$ cat src/rtl/uart_bus_pkg.sv
// Shared types and constants for the host-side UART register bus sequencer.
package uart_bus_pkg;

    typedef enum logic [2:0] {
        IDLE   = 3'd0,
        SETUP  = 3'd1,
        ACCESS = 3'd2,
        WAIT   = 3'd3,
        DONE   = 3'd4
    } bus_state_e;

    localparam int DEFAULT_ADDR_WIDTH = 3;
    localparam int DEFAULT_DATA_WIDTH = 8;

    localparam logic [7:0] TIMEOUT_READ_VALUE = 8'hFF;

endpackage

$ cat src/rtl/bus_access_controller.sv
// Sequences one host req/ack transaction onto the UART register bus:
// decoder setup, single strobe, wait states, ack-or-timeout, host handshake.
module bus_access_controller
    import uart_bus_pkg::*;
#(
    parameter int ADDR_WIDTH     = DEFAULT_ADDR_WIDTH,
    parameter int DATA_WIDTH     = DEFAULT_DATA_WIDTH,
    parameter int WAIT_STATES    = 1,
    parameter int TIMEOUT_CYCLES = 15
) (
    input  logic                  clock,
    input  logic                  resetN,
    input  logic                  hostReq,
    input  logic                  hostWrite,
    input  logic [ADDR_WIDTH-1:0] hostAddress,
    input  logic [DATA_WIDTH-1:0] hostWriteData,
    output logic                  hostAck,
    output logic                  hostError,
    output logic [DATA_WIDTH-1:0] hostReadData,
    output logic [ADDR_WIDTH-1:0] addressOut,
    output logic                  decodeEnable,
    output logic                  writeStrobe,
    output logic                  readStrobe,
    output logic [DATA_WIDTH-1:0] busWriteData,
    input  logic [DATA_WIDTH-1:0] busReadData,
    input  logic                  busAck
);

    if (TIMEOUT_CYCLES < 1 || TIMEOUT_CYCLES > 255) begin : g_bad_timeout
        $error("TIMEOUT_CYCLES must be in 1..255");
    end
    if (WAIT_STATES < 0 || WAIT_STATES > 15) begin : g_bad_wait
        $error("WAIT_STATES must be in 0..15");
    end

    bus_state_e            state_q, state_d;
    logic [3:0]            waitCount_q, waitCount_d;
    logic [7:0]            timeoutCount_q, timeoutCount_d;
    logic [7:0]            timeoutNext;
    logic                  isWrite_q, isWrite_d;
    logic [ADDR_WIDTH-1:0] addressOut_q, addressOut_d;
    logic [DATA_WIDTH-1:0] busWriteData_q, busWriteData_d;
    logic [DATA_WIDTH-1:0] hostReadData_q, hostReadData_d;
    logic                  hostError_q, hostError_d;
    logic                  hostAck_q, hostAck_d;
    logic                  decodeEnable_q, decodeEnable_d;
    logic                  writeStrobe_q, writeStrobe_d;
    logic                  readStrobe_q, readStrobe_d;

    assign timeoutNext = timeoutCount_q + 8'd1;

    always_ff @(posedge clock or negedge resetN) begin
        if (!resetN) begin
            state_q        <= IDLE;
            waitCount_q    <= '0;
            timeoutCount_q <= '0;
            isWrite_q      <= 1'b0;
            addressOut_q   <= '0;
            busWriteData_q <= '0;
            hostReadData_q <= '0;
            hostError_q    <= 1'b0;
            hostAck_q      <= 1'b0;
            decodeEnable_q <= 1'b0;
            writeStrobe_q  <= 1'b0;
            readStrobe_q   <= 1'b0;
        end else begin
            state_q        <= state_d;
            waitCount_q    <= waitCount_d;
            timeoutCount_q <= timeoutCount_d;
            isWrite_q      <= isWrite_d;
            addressOut_q   <= addressOut_d;
            busWriteData_q <= busWriteData_d;
            hostReadData_q <= hostReadData_d;
            hostError_q    <= hostError_d;
            hostAck_q      <= hostAck_d;
            decodeEnable_q <= decodeEnable_d;
            writeStrobe_q  <= writeStrobe_d;
            readStrobe_q   <= readStrobe_d;
        end
    end

    // Outputs are decoded from the next state so each registered output
    // lines up with the state it belongs to.
    always_comb begin
        state_d        = state_q;
        waitCount_d    = waitCount_q;
        timeoutCount_d = timeoutCount_q;
        isWrite_d      = isWrite_q;
        addressOut_d   = addressOut_q;
        busWriteData_d = busWriteData_q;
        hostReadData_d = hostReadData_q;
        hostError_d    = hostError_q;
        hostAck_d      = 1'b0;
        decodeEnable_d = 1'b0;
        writeStrobe_d  = 1'b0;
        readStrobe_d   = 1'b0;

        case (state_q)
            IDLE: begin
                hostError_d = 1'b0;
                if (hostReq) begin
                    isWrite_d      = hostWrite;
                    addressOut_d   = hostAddress;
                    busWriteData_d = hostWriteData;
                    decodeEnable_d = 1'b1;
                    state_d        = SETUP;
                end
            end
            SETUP: begin
                decodeEnable_d = 1'b1;
                writeStrobe_d  = isWrite_q;
                readStrobe_d   = !isWrite_q;
                state_d        = ACCESS;
            end
            ACCESS: begin
                decodeEnable_d = 1'b1;
                waitCount_d    = 4'(WAIT_STATES);
                timeoutCount_d = '0;
                state_d        = WAIT;
            end
            WAIT: begin
                decodeEnable_d = 1'b1;
                if (waitCount_q != 4'd0) begin
                    waitCount_d = waitCount_q - 4'd1;
                end else if (busAck) begin
                    if (!isWrite_q) hostReadData_d = busReadData;
                    decodeEnable_d = 1'b0;
                    state_d        = DONE;
                end else begin
                    timeoutCount_d = timeoutNext;
                    if (timeoutNext == 8'(TIMEOUT_CYCLES)) begin
                        hostError_d = 1'b1;
                        if (!isWrite_q) hostReadData_d = DATA_WIDTH'(TIMEOUT_READ_VALUE);
                        decodeEnable_d = 1'b0;
                        state_d        = DONE;
                    end
                end
            end
            DONE: begin
                // Ack is raised for at least one cycle even if the host already
                // dropped its request, so an aborted transaction still completes.
                hostAck_d = 1'b1;
                if (hostAck_q && !hostReq) begin
                    hostAck_d = 1'b0;
                    state_d   = IDLE;
                end
            end
            default: state_d = IDLE;
        endcase
    end

    assign hostAck      = hostAck_q;
    assign hostError    = hostError_q;
    assign hostReadData = hostReadData_q;
    assign addressOut   = addressOut_q;
    assign decodeEnable = decodeEnable_q;
    assign writeStrobe  = writeStrobe_q;
    assign readStrobe   = readStrobe_q;
    assign busWriteData = busWriteData_q;

endmodule

$ cat config.mk
export PLATFORM = sky130hd
export DESIGN_NAME = bus_access_controller
export DESIGN_NICKNAME = d
export VERILOG_FILES = /design/src/rtl/uart_bus_pkg.sv /design/src/rtl/bus_access_controller.sv
export SDC_FILE = /design/constraint.sdc
export NUM_CORES = 1
export LEC_CHECK = 0
export ABC_AREA = 1
export BUFFER_PORTS_ARGS = -buffer_cell sky130_fd_sc_hd__buf_4
export CAP_MARGIN = 5
export CORE_ASPECT_RATIO = 0.75
export CORE_UTILIZATION = 25
export CTS_BUF_LIST = sky130_fd_sc_hd__clkbuf_4 sky130_fd_sc_hd__clkbuf_8 sky130_fd_sc_hd__clkbuf_16
export DETAILED_ROUTE_END_ITERATION = 8
export GPL_ROUTABILITY_DRIVEN = 0
export PLACE_DENSITY = 0.4
export SYNTH_ARGS = -nofsm -noshare
export SYNTH_HDL_FRONTEND = slang
export SYNTH_SLANG_ARGS = --single-unit
$ cat constraint.sdc
create_clock -name clock -period 3.2 [get_ports clock]
set_clock_uncertainty 0.05 [all_clocks]
set_input_delay 0.32 -clock clock [delete_from_list [all_inputs] [get_ports clock]]
set_output_delay 0.32 -clock clock [all_outputs]
set_load 0.005 [all_outputs]
==> results.json, run 1 <==
{
  "pin_count": 48,
  "p_sw_mw": 0.7719,
  "syn_area_sq_um": 1923,
  "ctsRootBufferMaster": "clkbuf_8",
  "nets": 289,
  "grt_pass1_wl_microns": 6989,
  "h-tree-depth": 2,
  "synth.top_cells.by_area": "dfrtp_1 52%, nand2_1 9.6%, mux2_2 6.4%, inv_1 4.7%, nand4_1 3.9%",
  "crit_end": "hostReadData[6]",
  "setup_viol": 0,
  "final_layout_size_suffix_gt1_frac": 0.3359,
  "routedWlPerCell_microns": 11.39,
  "synth_cells": 208,
  "grt_antenna_before_repair": 0,
  "yosys.area.top_type": "dfrtp_1",
  "hold_viol": 0,
  "rsz0062_at_grt": "false",
  "synth-seq-cells": 40,
  "diodes": 0,
  "via_per_inst": 4.256,
  "pwr-share-seq": 0.384,
  "synth.most_common_cell": "nand2_1",
  "setup_tns_ns": 0,
  "p_per_area_nw_per_um2": 844.0,
  "worstSkewPairLatency_ns": 0.30,
  "placed_area_sq_um": 2386,
  "intPower_mw": 1.348,
  "start_util": 0.2599,
  "cts_resized": 0,
  "core-area_sq_um": 7398,
  "synth_nets": 236,
  "final_area_sq_um": 2511,
  "outcome": "complete, no violations",
  "layout_min_cycle_time_ns": 1.999,
  "r2r_slack_ns": 1.20,
  "relSlewSlack": 0.5845,
  "fin_crit_sh": 0.6247,
  "synth-edff-count": 0,
  "endpoint_kind": "register",
  "leakage_nw": 1.258,
  "async_flop_share": 1.000,
  "whs_ns": 0.1959,
  "wl_met1_microns": 2038,
  "reg2reg_to": "hostReadData[6]",
  "clk_pin_slew_ns": 0.09,
  "worst_slack_ns": 1.201,
  "synth_area_per_cell_sq_um": 9.246,
  "crit_fanout": 11,
  "cts_tree": "done",
  "first_pass_iters": 4,
  "max-vdd-ir-drop_uv": 218.0,
  "drv_slew": 0,
  "die_h_microns": 77.96,
  "worstMarginPinSlew_ns": 0.6218,
  "required_ns": 3.35,
  "seqCellArea_sq_um": 1001,
  "utilization": 0.3394,
  "fmax_mhz": 500.2,
  "vias": 1545,
  "wirelength_microns": 4134,
  "synth_top_area_share": 0.5205,
  "pre_cts_ws_ns": 1.202,
  "fp-row-count": 27,
  "post_cts_buffers": 0,
  "ys_types": 27,
  "seq_area_frac_synth": 0.5205,
  "start_kind": "register",
  "cts.sinks": 40,
  "hpwl_microns": 2927,
  "hold_buffers": 1,
  "netlist_top_cells_count": "49 x nand2_1, 40 x dfrtp_1, 24 x inv_1",
  "hp-class": "in2reg",
  "io_buffers": 47,
  "wl_met2_microns": 1784,
  "comb_power_share": 0.412,
  "critical_path.startpoint": "timeoutCount_q[0]",
  "die-area_sq_um": 8051,
  "clockBufferDepth": 2,
  "sw_frac_of_total": 0.3642,
  "met3_length_microns": 221,
  "grt_max_degree": 41,
  "die_width_microns": 103.3,
  "synth_top_flop_cell": "dfrtp_1",
  "r2r-start": "timeoutCount_q[0]",
  "max-cap-violations": 0,
  "grt_pass1_vias": 1498,
  "syn2layout_area_growth_pct": 30.58,
  "fillers": 797,
  "crit_arrival_ns": 2.15,
  "top_layer_used": "met4",
  "cts_buffers": 5,
  "pwr-share-clk": 0.204,
  "ant_nets": 0,
  "grt_usage": 0.1154,
  "drcViolationCount": 0,
  "drt_iter0_markers": 49,
  "synth_warnings": 0,
  "multi_input_area_sq_um": 800.8,
  "crit_type": "reg2reg",
  "grt.overflow.total": 0,
  "r2r_cells": 11
}
## cell families (layout without fill, tap and decap cells)
logic type / count (synthesis) / count (layout) / share of synthesized area
multiplexers: 11 / 11 / 0.06441
buffers and inverters: 29 / 83 / 0.06311
flip-flops: 40 / 40 / 0.5205
AND/OR/NAND/NOR: 104 / 104 / 0.2674
adder cells (fa/ha/maj): 4 / 4 / 0.02603
AO/OA/AOI/OAI: 20 / 20 / 0.05856
## final cells by class
cell class / instances / share of cell area
sequential: 40 / 0.3986
inverter: 26 / 0.03886
tap: 101 / 0.05032
multi-input combinational: 139 / 0.3189
timing repair buffer: 49 / 0.1475
clock inverter: 3 / 0.01844
clock buffer: 5 / 0.02740
## routing by layer
layer	up-vias	GRT usage
li1	785	-
met1	716	0.1532
met2	36	0.1680
met3	8	0.03423
met4	0	0.05915
met5	-	0
## power by group through the flow
stage          sequential [mW]  combinational (mW)  clock [mW]
2_1_floorplan            0.827               0.517           0
3_3_place_gp             0.828               0.891           0
3_5_place_dp             0.827               0.890           0
4_1_cts                  0.818               0.892       0.452
5_1_grt                  0.844                1.00       0.480
6_report                 0.814               0.873       0.432
## cell usage in the layout (no fill, tap or decap), drive strengths merged
master | synthesis | final
mux2 | 11 | 11
ha | 4 | 4
nand3b | 1 | 1
nand3 | 12 | 12
dlygate4sd3 | 0 | 1
or2 | 8 | 8
o22ai | 2 | 2
bufinv | 0 | 1
clkbuf | 0 | 5
o21a | 1 | 1
clkinvlp | 0 | 1
nor2 | 15 | 15
inv | 26 | 27
nand2 | 53 | 53
o21ai | 15 | 15
nand4 | 12 | 12
buf | 3 | 48
a21oi | 2 | 2
nor3 | 2 | 2
nor3b | 1 | 1
dfrtp | 40 | 40
## through the flow
| step | std cells | power [mW] |
|---|---|---|
| global route | 363 | 2.326 |
| floorplan | 208 | 1.344 |
| detailed placement | 354 | 1.717 |
| CTS | 363 | 2.162 |
| finish | 363 | 2.119 |
| global placement | 354 | 1.719 |
## sequential cells by signal, indices dropped and copies added (netlist names), 3 cells and up
signal and cells:
hostReadData 8, busWriteData 8, timeoutCount_q 8, addressOut 3
state_q 3, waitCount_q 4
## how the worst min path moves through the flow
stage	start	endpoint	slack, ns	cells after the start
3_3_place_gp	resetN	timeoutCount_q[3]	0.30	1
2_1_floorplan	resetN	addressOut[0]	-0.03	0
5_1_grt	hostWriteData[6]	busWriteData[6]	0.17	2
6_report	hostWriteData[6]	busWriteData[6]	0.20	2
4_1_cts	hostWriteData[4]	busWriteData[4]	0.18	2
3_5_place_dp	resetN	timeoutCount_q[2]	0.29	1
## critical path, cell delays in order (launching register included)
cell     delay [ns]
dfrtp_1        0.44
ha_1           0.27
nand3_1        0.14
nand2_1        0.07
nand2_1        0.08
nand3_1        0.08
nor2_1         0.09
nand2_1        0.08
nand2_2        0.22
nand3_2        0.22
nand2_1        0.12
nand2_1        0.05
(Power assumes the default switching activity.)
==> inputs of run 2 (changes only) <==
clock period = 2.1 ns   (was 3.2 ns; I/O delays follow)
==> run 2 against run 1 <==
Cell count grew 1.4%. Global-route usage grew 0.094 points. Worst hold slack lost 0.099 ns. Die area is the same. Sequential cell count is the same. Worst setup slack lost 0.96 ns. Routed wire length grew 2.4%. Critical path depth is the same. Cell area grew 1.8%. Clock-buffer cell count is the same. Register-to-register slack lost 0.96 ns. Largest cell class unchanged. Highest routed layer unchanged.
==> results.json, run 2 (synthesized netlist as in run 1, its figures left out) <==
{
  "clk_pin_slew_ns": 0.08,
  "syn2layout_area_growth_pct": 32.99,
  "h-tree-depth": 2,
  "whs_ns": 0.09645,
  "relSlewSlack": 0.6456,
  "hold_viol": 0,
  "start_kind": "register",
  "hp-class": "in2reg",
  "drt_iter0_markers": 36,
  "worstMarginPinSlew_ns": 0.5316,
  "ctsRootBufferMaster": "clkbuf_8",
  "final_layout_size_suffix_gt1_frac": 0.3483,
  "routedWlPerCell_microns": 11.50,
  "crit_type": "reg2reg",
  "max-cap-violations": 0,
  "layout_commonest_cell": "buf_4",
  "p_sw_mw": 1.178,
  "pwr-share-seq": 0.379,
  "rsz0062_at_grt": "false",
  "ant_nets": 0,
  "layout_common_cells": "52 x buf_4, 49 x nand2_1, 40 x dfrtp_1, 24 x inv_1, 14 x nor2_1",
  "fillers": 794,
  "cts_resized": 0,
  "drv_slew": 0,
  "leakage_nw": 1.288,
  "grt_max_degree": 41,
  "comb_power_share": 0.428,
  "crit_fanout": 8,
  "cts_buffers": 5,
  "max-vdd-ir-drop_uv": 319.2,
  "pin_count": 48,
  "grt_pass1_wl_microns": 7100,
  "grt.overflow.total": 0,
  "fmax_mhz": 536.8,
  "wirelength_microns": 4233,
  "grt_pass1_vias": 1486,
  "first_pass_iters": 4,
  "io_buffers": 47,
  "diodes": 0,
  "hold_buffers": 1,
  "hpwl_microns": 3039,
  "intPower_mw": 2.100,
  "seqCellArea_sq_um": 1001,
  "start_util": 0.2599,
  "grt_usage": 0.1163,
  "nets": 294,
  "grt_antenna_before_repair": 0,
  "die_h_microns": 77.96,
  "crit_arrival_ns": 2.00,
  "cts.sinks": 40,
  "outcome": "complete, no violations",
  "post_cts_buffers": 0,
  "pwr-share-clk": 0.193,
  "vias": 1535,
  "sw_frac_of_total": 0.3594,
  "setup_viol": 0,
  "via_per_inst": 4.171,
  "total_power_mw": 3.278,
  "fin_crit_sh": 0.8872,
  "core-area_sq_um": 7398,
  "multi_input_area_sq_um": 800.8,
  "fp-row-count": 27,
  "endpoint_kind": "register",
  "p_per_area_nw_per_um2": 1282,
  "required_ns": 2.23,
  "worstSkewPairLatency_ns": 0.29,
  "die_width_microns": 103.3,
  "drcViolationCount": 0,
  "die-area_sq_um": 8051,
  "layout_min_cycle_time_ns": 1.863,
  "setup_tns_ns": 0,
  "clockBufferDepth": 2,
  "cts_tree": "done"
}
## run 2: worst paths after layout
check	from	end	slack, ns	cells past startpoint
max	timeoutCount_q[0]	hostReadData[5]	0.24	11
min	hostWriteData[6]	busWriteData[6]	0.1	2
max reg2reg	timeoutCount_q[0]	hostReadData[5]	0.24	11
min reg2reg	hostReadData[2]	hostReadData[2]	0.43	2
max in group asynchronous	resetN	hostReadData[2]	1.25	2
min in group asynchronous	resetN	timeoutCount_q[0]	0.39	2
## run 2: worst max-delay path, stage by stage, from the launching register on
cell and delay, ns:
dfrtp_1 0.44, ha_1 0.27, nand3_1 0.14, nand2_1 0.07, nand2_1 0.09, nand3_1 0.08
nor2_1 0.09, nand2_1 0.08, nand2_2 0.12, nand3_2 0.18, nand2_1 0.11, nand2_1 0.05
## run 2: through the flow
step	instance area [sq um]	instances	setup WS [ns]	utilization
after floorplan	1923	208	0.4790	-
after global routing	2557	368	0.01714	0.3457
after CTS	2557	368	0.2192	0.3457
after detailed placement	2436	359	0.2356	0.3293
final	2557	368	0.2369	0.3457
after global placement	2436	359	0.2613	0.3293
## run 2: layout make-up
cell class,count,share of cell area
Sequential cell,40,0.3914
Multi-Input combinational cell,139,0.3131
Timing Repair Buffer,54,0.1644
Tap cell,101,0.04941
Inverter,26,0.03816
Clock buffer,5,0.02691
Clock inverter,3,0.01663
## run 2: power groups by stage
stage	clock network, mW	logic (mW)	registers [mW]
2_1_floorplan	0	0.789	1.26
3_3_place_gp	0	1.42	1.26
3_5_place_dp	0	1.42	1.26
4_1_cts	0.665	1.43	1.25
5_1_grt	0.701	1.61	1.29
6_report	0.632	1.40	1.24
## run 2: metal layers
metal	GRT usage	wire, microns	part of all wire
met4	0.04225	42	0.0099
met5	0	0	0
met1	0.1651	2261	0.53
met2	0.1647	1724	0.41
met3	0.03514	205	0.048
==> inputs of run 3 (changes only) <==
PLACE_DENSITY = default   (was 0.4)
==> run 3 against run 2 <==
Clock power is 19% lower. Sequential cell count stayed put. Highest routed layer unchanged. Sequential share of layout area is 0.84 points higher. Routed wire length is 4.2% lower. Critical path type unchanged. Via count stayed put.
==> results.json, run 3 (synthesized netlist as in run 1, its figures left out) <==
{
  "crit_fanout": 11,
  "clk_pin_slew_ns": 0.08,
  "endpoint_kind": "register",
  "p_per_area_nw_per_um2": 1246,
  "vias": 1535,
  "layout_min_cycle_time_ns": 1.890,
  "die-area_sq_um": 8051,
  "grt_antenna_before_repair": 0,
  "clockBufferDepth": 2,
  "crit_arrival_ns": 2.03,
  "max-vdd-ir-drop_uv": 360.2,
  "final_area_sq_um": 2504,
  "placed_area_sq_um": 2401,
  "cts_buffers": 5,
  "worstSkewPairLatency_ns": 0.29,
  "hp-class": "in2reg",
  "fmax_mhz": 529.2,
  "layout_commonest_cell": "buf_4",
  "max-cap-violations": 0,
  "wl_met1_microns": 2027,
  "h-tree-depth": 2,
  "fp-row-count": 27,
  "drcViolationCount": 0,
  "routedWlPerCell_microns": 11.12,
  "cts.sinks": 40,
  "relSlewSlack": 0.5863,
  "start_util": 0.2599,
  "die_width_microns": 103.3,
  "worst_slack_ns": 0.2104,
  "grt_pass1_wl_microns": 6920,
  "nets": 291,
  "grt_pass1_vias": 1498,
  "wl_met2_microns": 1670,
  "required_ns": 2.24,
  "drt_iter0_markers": 97,
  "crit_type": "reg2reg",
  "final_layout_size_suffix_gt1_frac": 0.3409,
  "top_layer_used": "met4",
  "layout_common_cells": "50 x buf_4, 49 x nand2_1, 40 x dfrtp_1, 24 x inv_1, 14 x nor2_1",
  "die_h_microns": 77.96,
  "syn2layout_area_growth_pct": 30.19,
  "ant_nets": 0,
  "ctsRootBufferMaster": "clkbuf_8",
  "pre_cts_ws_ns": 0.1702,
  "outcome": "complete, no violations",
  "hold_viol": 0,
  "worstMarginPinSlew_ns": 0.6191,
  "hpwl_microns": 3086,
  "first_pass_iters": 4,
  "leakage_nw": 1.262,
  "via_per_inst": 4.205,
  "diodes": 0,
  "grt_usage": 0.1112,
  "drv_slew": 0,
  "stdcell_count": 365,
  "fillers": 759,
  "start_kind": "register",
  "core-area_sq_um": 7398,
  "total_power_mw": 3.119,
  "grt.overflow.total": 0,
  "cts_tree": "done",
  "grt_max_degree": 41,
  "seqCellArea_sq_um": 1001,
  "rsz0062_at_grt": "false",
  "io_buffers": 47,
  "dp.cells": 356,
  "multi_input_area_sq_um": 805.8,
  "wirelength_microns": 4057,
  "fin_crit_sh": 0.8998,
  "met3_length_microns": 328,
  "pin_count": 48,
  "setup_viol": 0,
  "setup_tns_ns": 0
}
run 3: cell types whose count changed in the layout (fill, tap and decap cells not counted), sizes merged:
cell | previous run | this run
bufinv | 1 | 0
clkinvlp | 1 | 0
clkinv | 1 | 3
buf | 53 | 50
run 3: stage by stage:
step                        util  hold WS [ns]
final                     0.3384       0.09461
after global routing      0.3384       0.08517
after detailed placement  0.3245        0.1696
after floorplan                -       -0.1356
after CTS                 0.3377       0.08232
after global placement    0.3245        0.1718
run 3: routing by layer:
layer / GRT usage / up-vias
met5: 0 / -
li1: - / 789
met2: 0.1573 / 45
met4: 0.02535 / 0
met3: 0.03784 / 3
met1: 0.1617 / 698
run 3: path summary, 6_finish.rpt:
path / from / to / slack (ns) / cells past startpoint
worst min register to register: hostReadData[4] / hostReadData[4] / 0.43 / 2
worst max register to register: timeoutCount_q[0] / hostReadData[3] / 0.21 / 11
max in group asynchronous: resetN / addressOut[2] / 1.28 / 2
worst min-delay path: hostWriteData[4] / busWriteData[4] / 0.09 / 2
min in group asynchronous: resetN / timeoutCount_q[5] / 0.38 / 2
worst max-delay path: timeoutCount_q[0] / hostReadData[3] / 0.21 / 11
run 3: final cells by class:
type                            instances  share of cell area
Sequential cell                        40              0.3998
Multi-Input combinational cell        139              0.3218
Timing Repair Buffer                   51              0.1539
Tap cell                              101             0.05047
Inverter                               26             0.03898
Clock buffer                            5             0.02749
Clock inverter                          3            0.007496
run 3: worst max-delay path: stages, from the launching register on:
cell	delay, ns
dfrtp_1	0.44
ha_1	0.26
nand3_1	0.12
nand2_1	0.06
nand2_1	0.08
nand3_1	0.08
nor2_1	0.08
nand2_1	0.12
nand2_4	0.16
nand3_2	0.18
nand2_1	0.10
nand2_1	0.05
run 3: what timing repair did:
item / in CTS / in global routing
endpoints found under the hold margin: 40 / 0
hold buffers: 1 / 0
endpoints found under the setup margin: 0 / 7
setup buffers: 0 / 0
resized for setup: 0 / 1
run 3: power breakdown:
part           leakage, nW  internal (mW)  total [mW]  switching, mW
logic                0.707          0.646        1.35          0.704
registers            0.507           1.07        1.26          0.187
clock network       0.0479          0.232       0.509          0.277
